## src/rtl/timer_bank.sv

```systemverilog
// -----------------------------------------------------------------------------
// timer_bank
//   Multi-channel down-counting timer peripheral for the SoC peripheral bus.
//   Each channel counts down once per shared prescaler tick. It can run as a
//   one-shot timer or as a periodic timer. Each channel records a sticky
//   event flag in PEND, and each flag can be masked before it reaches irq.
//
//   Word address map:
//     4c+0 CTRL  {IE, RELOAD, EN}      (channel c < NCH)
//     4c+1 LOAD  reload value; a write also loads COUNT
//     4c+2 COUNT current value, read-only
//     4c+3 reserved, reads 0
//     32   PEND  sticky event flags, write-1-to-clear
//     33   PRESC prescaler compare value
//
// Ports:
//   clk    system clock, all state updates on the rising edge
//   rst_n  asynchronous active-low reset
//   sel    peripheral selected this cycle
//   we     write strobe, only valid when sel is high
//   addr   word address within the peripheral
//   din    write data
//   dout   registered read data (one-cycle latency, 0 when no read)
//   irq    registered level interrupt, |(PEND & IE)
// -----------------------------------------------------------------------------
module timer_bank #(
    parameter int XLEN = 32,
    parameter int NCH  = 4,
    parameter int PSW  = 8
) (
    input  logic            clk,
    input  logic            rst_n,
    input  logic            sel,
    input  logic            we,
    input  logic [5:0]      addr,
    input  logic [XLEN-1:0] din,
    output logic [XLEN-1:0] dout,
    output logic            irq
);

    localparam logic [5:0] ADDR_PEND  = 6'd32;
    localparam logic [5:0] ADDR_PRESC = 6'd33;

    typedef enum logic [1:0] {
        REG_CTRL  = 2'd0,
        REG_LOAD  = 2'd1,
        REG_COUNT = 2'd2,
        REG_RSVD  = 2'd3
    } ch_reg_e;

    // Register state
    logic [NCH-1:0]  en_q, en_d;
    logic [NCH-1:0]  reload_q, reload_d;
    logic [NCH-1:0]  ie_q, ie_d;
    logic [NCH-1:0]  pend_q, pend_d;
    logic [XLEN-1:0] load_q  [NCH];
    logic [XLEN-1:0] load_d  [NCH];
    logic [XLEN-1:0] count_q [NCH];
    logic [XLEN-1:0] count_d [NCH];
    logic [PSW-1:0]  presc_q, presc_d;
    logic [PSW-1:0]  pcnt_q, pcnt_d;
    logic [XLEN-1:0] dout_q, dout_d;
    logic            irq_q, irq_d;

    // Decode
    logic            wr;
    logic            presc_wr;
    logic            pend_wr;
    logic            tick;
    logic [NCH-1:0]  ch_wr;
    logic [NCH-1:0]  event_hit;
    logic [XLEN-1:0] rd_val;
    ch_reg_e         ch_reg;

    assign wr       = sel && we;
    assign presc_wr = wr && (addr == ADDR_PRESC);
    assign pend_wr  = wr && (addr == ADDR_PEND);
    assign ch_reg   = ch_reg_e'(addr[1:0]);

    // Channel write decode. Words 0..31 form the channel area. Channels at or
    // above NCH never match, so writes to them are dropped.
    always_comb begin
        ch_wr = '0;
        for (int c = 0; c < NCH; c++) begin
            ch_wr[c] = wr && !addr[5] && (addr[4:2] == 3'(c));
        end
    end

    // Prescaler. pcnt runs from 0 to PRESC and then wraps. The wrap cycle is
    // the tick. A PRESC write restarts the count and swallows that cycle's tick.
    always_comb begin
        presc_d = presc_wr ? din[PSW-1:0] : presc_q;
        tick    = (pcnt_q == presc_q) && !presc_wr;
        if (presc_wr || (pcnt_q == presc_q)) begin
            pcnt_d = '0;
        end else begin
            pcnt_d = pcnt_q + PSW'(1);
        end
    end

    // Channel state. A bus write to a channel takes priority over that
    // channel's tick processing in the same cycle.
    // NOTE: every output of this block gets its default before any branch, so
    // paths that leave a signal unassigned cannot infer a latch.
    always_comb begin
        en_d      = en_q;
        reload_d  = reload_q;
        ie_d      = ie_q;
        load_d    = load_q;
        count_d   = count_q;
        event_hit = '0;
        for (int c = 0; c < NCH; c++) begin
            if (ch_wr[c]) begin
                case (ch_reg)
                    REG_CTRL: begin
                        en_d[c]     = din[0];
                        reload_d[c] = din[1];
                        ie_d[c]     = din[2];
                    end
                    REG_LOAD: begin
                        load_d[c]  = din;
                        count_d[c] = din;
                    end
                    default: ;  // COUNT is read-only; the reserved word has no storage
                endcase
            end else if (tick && en_q[c]) begin
                if (count_q[c] != '0) begin
                    count_d[c] = count_q[c] - XLEN'(1);
                end else begin
                    // Expiry: flag the event, then reload or stop at zero.
                    event_hit[c] = 1'b1;
                    if (reload_q[c]) begin
                        count_d[c] = load_q[c];
                    end else begin
                        en_d[c] = 1'b0;
                    end
                end
            end
        end
    end

    // Sticky pending flags. The clear is applied before the new events are
    // merged in, so an event in the same cycle keeps its bit set.
    always_comb begin
        pend_d = pend_q;
        if (pend_wr) begin
            pend_d = pend_q & ~din[NCH-1:0];
        end
        pend_d = pend_d | event_hit;
    end

    // Read mux and interrupt
    always_comb begin
        rd_val = '0;
        if (!addr[5]) begin
            for (int c = 0; c < NCH; c++) begin
                if (addr[4:2] == 3'(c)) begin
                    case (ch_reg)
                        REG_CTRL:  rd_val[2:0] = {ie_q[c], reload_q[c], en_q[c]};
                        REG_LOAD:  rd_val      = load_q[c];
                        REG_COUNT: rd_val      = count_q[c];
                        default:   rd_val      = '0;
                    endcase
                end
            end
        end else if (addr == ADDR_PEND) begin
            rd_val[NCH-1:0] = pend_q;
        end else if (addr == ADDR_PRESC) begin
            rd_val[PSW-1:0] = presc_q;
        end

        dout_d = (sel && !we) ? rd_val : '0;
        irq_d  = |(pend_q & ie_q);
    end

    // State registers
    // NOTE: sequential state uses non-blocking assignments only, so every flop
    // samples the pre-edge values of the other flops.
    always_ff @(posedge clk or negedge rst_n) begin
        if (!rst_n) begin
            en_q     <= '0;
            reload_q <= '0;
            ie_q     <= '0;
            pend_q   <= '0;
            presc_q  <= '0;
            pcnt_q   <= '0;
            dout_q   <= '0;
            irq_q    <= 1'b0;
            // NOTE: LOAD/COUNT are small register arrays that software can see,
            // so they are reset like any other flop. They are not memories.
            for (int c = 0; c < NCH; c++) begin
                load_q[c]  <= '0;
                count_q[c] <= '0;
            end
        end else begin
            en_q     <= en_d;
            reload_q <= reload_d;
            ie_q     <= ie_d;
            pend_q   <= pend_d;
            presc_q  <= presc_d;
            pcnt_q   <= pcnt_d;
            dout_q   <= dout_d;
            irq_q    <= irq_d;
            for (int c = 0; c < NCH; c++) begin
                load_q[c]  <= load_d[c];
                count_q[c] <= count_d[c];
            end
        end
    end

    assign dout = dout_q;
    assign irq  = irq_q;

endmodule

```

## config.mk

```make
export PLATFORM = sky130hd
export DESIGN_NAME = timer_bank
export DESIGN_NICKNAME = d
export VERILOG_FILES = /design/src/rtl/timer_bank.sv
export SDC_FILE = /design/constraint.sdc
export NUM_CORES = 1
export LEC_CHECK = 0
export CORE_MARGIN = 1.5
export CORE_UTILIZATION = 45
export DETAILED_ROUTE_END_ITERATION = 6
export GPL_ROUTABILITY_DRIVEN = 0
export PLACE_DENSITY = 0.69
export SLEW_MARGIN = 20
export SYNTH_ARGS = -nofsm -noshare
export SYNTH_HDL_FRONTEND = slang
export SYNTH_SLANG_ARGS = --single-unit
```

## constraint.sdc

```tcl
create_clock -name clk -period 3.67 [get_ports clk]
set_clock_uncertainty 0.15 [all_clocks]
set_input_delay 1.101 -clock clk [delete_from_list [all_inputs] [get_ports clk]]
set_output_delay 1.101 -clock clk [all_outputs]
set_load 0.1 [all_outputs]
```

==> results of run 1 <==
==> registers in the layout (all words and copies together) (netlist names) <==
name      cells
count_q     128
dout         32
en_q          4
ie_q          4
irq           1
load_q      128
pcnt_q        8
pend_q        4
presc_q       8
reload_q      4
==> cells in the mapped netlist, types with 43 or more instances <==
master	count	area [sq um]
a21oi_1	108	541
a22oi_1	135	1010
a31oi_1	86	538
clkbuf_1	146	548
dfrtp_1	321	8030
inv_1	50	188
mux2_2	112	1260
nand2_1	219	822
nand3_1	74	370
nor2_1	203	762
nor3_1	78	390
nor4_1	43	269
o211ai_1	45	338
o21ai_0	137	686
==> worst paths after layout <==
check                      cells past startpoint  slack (ps)                 endpoint
hold reg to reg                                2         360  load_q[125]$_DFFE_PN0P_
max in group asynchronous                      2        2180  count_q[55]$_DFFE_PN0P_
setup / recovery                               7         310  count_q[64]$_DFFE_PN0P_
min in group clk                               2         360  load_q[125]$_DFFE_PN0P_
setup reg to reg                               7         310  count_q[64]$_DFFE_PN0P_
hold / removal                                 1         330        dout[3]$_DFF_PN0_
==> metal layers <==
layer | vias to the layer above | part of all wire (%) | global-route usage [%]
met5 | - | 0 | 0
met4 | 0 | 5.3 | 15.9
met3 | 235 | 11 | 8.05
met2 | 1224 | 44 | 49.1
met1 | 9284 | 40 | 44.9
li1 | 8233 | - | -
==> final cells by class <==
| type | count | area (sq um) |
|---|---|---|
| inverters | 50 | 188 |
| multi-input cells | 1607 | 10000 |
| clock inverters | 13 | 176 |
| flip-flops and latches | 321 | 8030 |
| repair buffers | 218 | 2080 |
| clock buffers | 55 | 1170 |
| fillers | 3643 | 18700 |
| well taps | 532 | 666 |
==> per-stage QoR <==
stage	hold WS [ps]	cell area, sq um	power [mW]
after CTS	352	22300	10.5
after global routing	384	22300	10.9
after detailed placement	344	21000	6.43
after global placement	338	21000	6.37
after floorplan	314	18800	5.56
final	331	22300	10.6
==> cells by family (layout without fill, tap and decap cells) <==
group | count (synthesis) | count (layout) | synth area share [%]
XOR/XNOR | 26 | 26 | 1.21
AO/OA/AOI/OAI | 686 | 686 | 24.0
multiplexers | 117 | 117 | 7.02
AND/OR/NAND/NOR | 765 | 765 | 19.6
buffers and inverters | 226 | 336 | 4.69
adder cells (fa/ha/maj) | 13 | 13 | 0.864
flip-flops | 321 | 321 | 42.7
==> power by group <==
part / leakage, nW / internal, mW / switching, mW
Combinational: 4.65 / 0.839 / 1.24
Sequential: 4.24 / 3.88 / 0.494
Clock: 0.657 / 2.49 / 1.61
Total: 9.55 / 7.21 / 3.34
==> results.ini, run 1 <==
[run_status]
status = complete, no violations

[sta]
finalCritPeriodShare_pct = 91.6
setup_tns_ps = 0
hold_viol = 0
slew_headroom_pct = 38.6
fin_ws_ps = 310
report.final.slew_viol_count = 0
tightest_slew_ps = 919
fin_crit_ps = 3360
rsz0062_at_grt = false
setup_viol = 0
fmax_mhz = 298

[drt]
vias_per_cell = 6.79
routedWlPerCell_um = 25.4
drc = 0
initialDrtViolationCount = 2582
dr_total_vias = 18976
wirelength_um = 71100
ant_nets = 0
first_pass_iters = 6

[die]
rows = 74
ioPinCount = 75
start_util_pct = 45.9
dieArea_sq_um = 43100
die_w_um = 208
core_area_sq_um = 41000
die_y_um = 208

[layout]
final_core_util_pct = 54.4
areaGrowthSynthToFinish_pct = 18.5
layout_common_cells = dfrtp_1 (321), nand2_1 (218), nor2_1 (202)
final_cells = 2796
mostFrequentLayoutCell = dfrtp_1
drive_gt1_share_pct = 17.1
antenna_cells = 0
nets = 2291

[setup_path]
cp.arrival_ps = 3670
crit_buf_inv = 1
worst_path_most_repeated_cell = or4_4
cp-start-kind = register
cpMaxStageDelayCell = or4_4
crit_fanout = 21
critPathKind = register to register
cpPeakStageDelay_ps = 690
crit_chain = or4_4 > or4_4 > or4_4 > o211ai_4 > nand2_4 > buf_12 > a21o_1
worst_setup_path_startpoint = count_q[86]$_DFFE_PN0P_
critPathRequiredTime_ps = 3980
r2r-start = count_q[86]$_DFFE_PN0P_
cp-end-kind = register
critical-path-top-delay-family = simple AND/OR/NAND/NOR gates

[clocking]
cts_resized = 0
cts.sinks = 321
hold_buffers = 0
cts.htree.levels = 2
path_clk_slew_ps = 60
cts_buffer_depth = 3
cts_buffers = 38
tritoncts = done
post-cts-setup-buffer-count = 0
cts_root_buffer = clkbuf_16
clock_latency_ps = 570

[global_route]
gr-total-overflow = 0
grt_pass1_vias = 18036
antenna_found_initial = 3
grt_pass1_wl_um = 110000
grt_max_degree = 68
grt_use_total_pct = 33.0

[yosys]
synth_cells = 2154
ys_seq_area_share_pct = 42.7
synth_cell_types = 77
yosys_register_bits = 321
synth_async_sr_flop_share_pct = 100
synth-edff-count = 0
syn-num-nets = 2209
ys_warn_count = 0
synth_area_per_cell_sq_um = 8.74
synth_area_sq_um = 18800
synth-main-ff-cell = dfrtp_1

[place]
dp_cells = 2728
pre_cts_ws_ps = 55.2
io_buffer_count = 74
dpl.hpwl_um = 49100

[worst_hold_path]
min-delay-path-class = input pin to async pin

[pwr]
p_leak_nw = 9.55
ir_drop_mv = 0.260
power.density_nw_per_um2 = 473

[job]
maxCapViolCount = 0

Power figures use the tool's default switching activity.
==> run 2, diff against run 1 <==
- CORE_UTILIZATION: 45 -> 54
- PLACE_DENSITY: 0.69 -> 0.79
==> run 2 against run 1 <==
The run now ends with design-rule violations left. Sequential cell count unchanged. Fmax is 0.68% lower. Final cell count shrank 3.2%. Worst setup slack got worse by 23 ps. First-iteration DRC count increased by 25%. Global-route usage is 5.6 points higher. Clock-buffer cell count fell by 3. Sequential power barely moved. Hold slack got worse by 46 ps. Non-clock buffer count down 8.
==> results.ini, run 2 (synthesis gave the netlist of run 1 again) <==
[run_status]
status = complete, but fails checks
violations = design-rule violations

[layout]
regArea_sq_um = 8030  ; unchanged
drive_gt1_share_pct = 16.6  ; -0.55 points
final_core_util_pct = 63.5  ; +9.1 points
mostFrequentLayoutCell = dfrtp_1
multi_input_area_sq_um = 10000  ; about the same
layout_common_cells = dfrtp_1 (321), nand2_1 (215), nor2_1 (202)
fillers = 2809  ; -23%
nets = 2282  ; -0.39%
areaGrowthSynthToFinish_pct = 16.1

[die]
die_y_um = 190  ; -8.6%
core_area_sq_um = 34500  ; -16%
die_w_um = 190  ; -8.6%
start_util_pct = 54.7  ; +8.7 points
rows = 68  ; -8.1%
ioPinCount = 75  ; unchanged
dieArea_sq_um = 36000  ; -16%

[sta]
setup_viol = 0  ; unchanged
tightest_slew_ps = 979  ; +60.7 ps
finalCritPeriodShare_pct = 92.2  ; +0.62 points
hold_viol = 0  ; unchanged
rsz0062_at_grt = false
slew_headroom_pct = 34.5  ; -4.1 points
fmax_mhz = 296  ; -0.68%
fin_crit_ps = 3380  ; +22.9 ps
setup_tns_ps = 0  ; unchanged
fin_ws_ps = 287  ; -22.9 ps
holdWs_ps = 285  ; -46.0 ps
report.final.slew_viol_count = 0  ; unchanged

[place]
io_buffer_count = 74  ; unchanged
dpl.hpwl_um = 47400  ; -3.4%
pre_cts_ws_ps = -60.5  ; -116 ps

[global_route]
grt_pass1_wl_um = 107000  ; -2.9%
grt_pass1_vias = 18489  ; +2.5%
gr-total-overflow = 0  ; unchanged
antenna_found_initial = 6  ; +3
grt_max_degree = 72  ; +5.9%
grt_use_total_pct = 38.6  ; +5.6 points

[setup_path]
critPathKind = register to register
cpMaxStageDelayCell = or4_4
cp.arrival_ps = 3680  ; about the same
cp-end-kind = register
crit_fanout = 12  ; -43%
cpPeakStageDelay_ps = 690  ; about the same
crit_chain = or4_4 > or4_4 > or4_4 > o211ai_4 > nand2_4 > buf_4 > a31oi_1
worst_path_most_repeated_cell = or4_4
crit_buf_inv = 1  ; unchanged
cp-start-kind = register
critical-path-top-delay-family = simple AND/OR/NAND/NOR gates
critPathRequiredTime_ps = 3960  ; -20 ps

[pwr]
ir_drop_mv = 0.395  ; +52%
p_total_mw = 10.1  ; -4.5%
p_leak_nw = 9.36  ; -2.0%
power.density_nw_per_um2 = 461  ; -2.5%

[clocking]
cts_buffers = 37  ; -2.6%
cts.htree.levels = 2  ; unchanged
tritoncts = done
path_clk_slew_ps = 60  ; about the same
post-cts-setup-buffer-count = 0  ; unchanged
cts_resized = 0  ; unchanged
cts_root_buffer = clkbuf_16
cts.sinks = 321  ; unchanged
hold_buffers = 0  ; unchanged
clock_latency_ps = 540  ; -30 ps
cts_buffer_depth = 3  ; unchanged

[drt]
ant_nets = 0  ; unchanged
first_pass_iters = 7  ; +1
wirelength_um = 69400  ; -2.4%
dr_total_vias = 19322  ; +1.8%
routedWlPerCell_um = 25.7  ; +0.86%
drc = 13  ; +13
initialDrtViolationCount = 3237  ; +25%
vias_per_cell = 7.14  ; +5.2%

[job]
maxCapViolCount = 0  ; unchanged

[worst_hold_path]
min-delay-path-class = input pin to async pin

-- run 2: cell count changes in the layout (fill, tap and decap cells not counted) --
cell,delta
buf_12,-8
bufinv_16,-2
clkbuf_1,+3
clkbuf_16,-4
clkbuf_8,-2
clkinv_4,-1
clkinvlp_4,-1
diode_2,+2
nand2_1,-3
nand2_2,+3
o31ai_2,+1
o31ai_4,-1
-- run 2: metrics by stage --
stage          instances  instance area, sq um
6_report            2706                 21900
4_1_cts             2704                 21900
5_1_grt             2705                 21900
3_5_place_dp        2643                 20700
3_3_place_gp        2643                 20700
2_1_floorplan       2154                 18800
-- run 2: routing by layer --
metal / up-vias / track usage (%) / wire length [um]
met5: - / 0 / 15
met3: 324 / 10.0 / 9650
met1: 9215 / 50.2 / 25000
met4: 2 / 21.7 / 4490
li1: 8216 / - / -
met2: 1565 / 58.6 / 30200
-- run 2: worst paths after layout --
kind	start	to	slack, ps	depth (start not counted)
worst max-delay path	count_q[86]$_DFFE_PN0P_	count_q[73]$_DFFE_PN0P_	290	7
worst min-delay path	rst_n	presc_q[6]$_DFFE_PN0P_	290	1
worst max register to register	count_q[86]$_DFFE_PN0P_	count_q[73]$_DFFE_PN0P_	290	7
worst min register to register	ie_q[1]$_DFFE_PN0P_	ie_q[1]$_DFFE_PN0P_	360	2
max in group asynchronous	rst_n	dout[15]$_DFF_PN0_	2230	2
min in group clk	ie_q[1]$_DFFE_PN0P_	ie_q[1]$_DFFE_PN0P_	360	2
-- run 2: report_power, final --
group / leakage, nW / switching, mW / internal [mW]
Sequential: 4.24 / 0.483 / 3.88
Combinational: 4.55 / 1.26 / 0.827
Clock: 0.564 / 1.51 / 2.13
-- run 2: cell type report --
cell class	instances	share of cell area, %
clock buffers	52	4.81
repair buffers	210	8.79
multi-input cells	1607	45.7
flip-flops and latches	321	36.7
inverters	50	0.858
well taps	455	2.60
clock inverters	9	0.458
diodes	2	0.0229
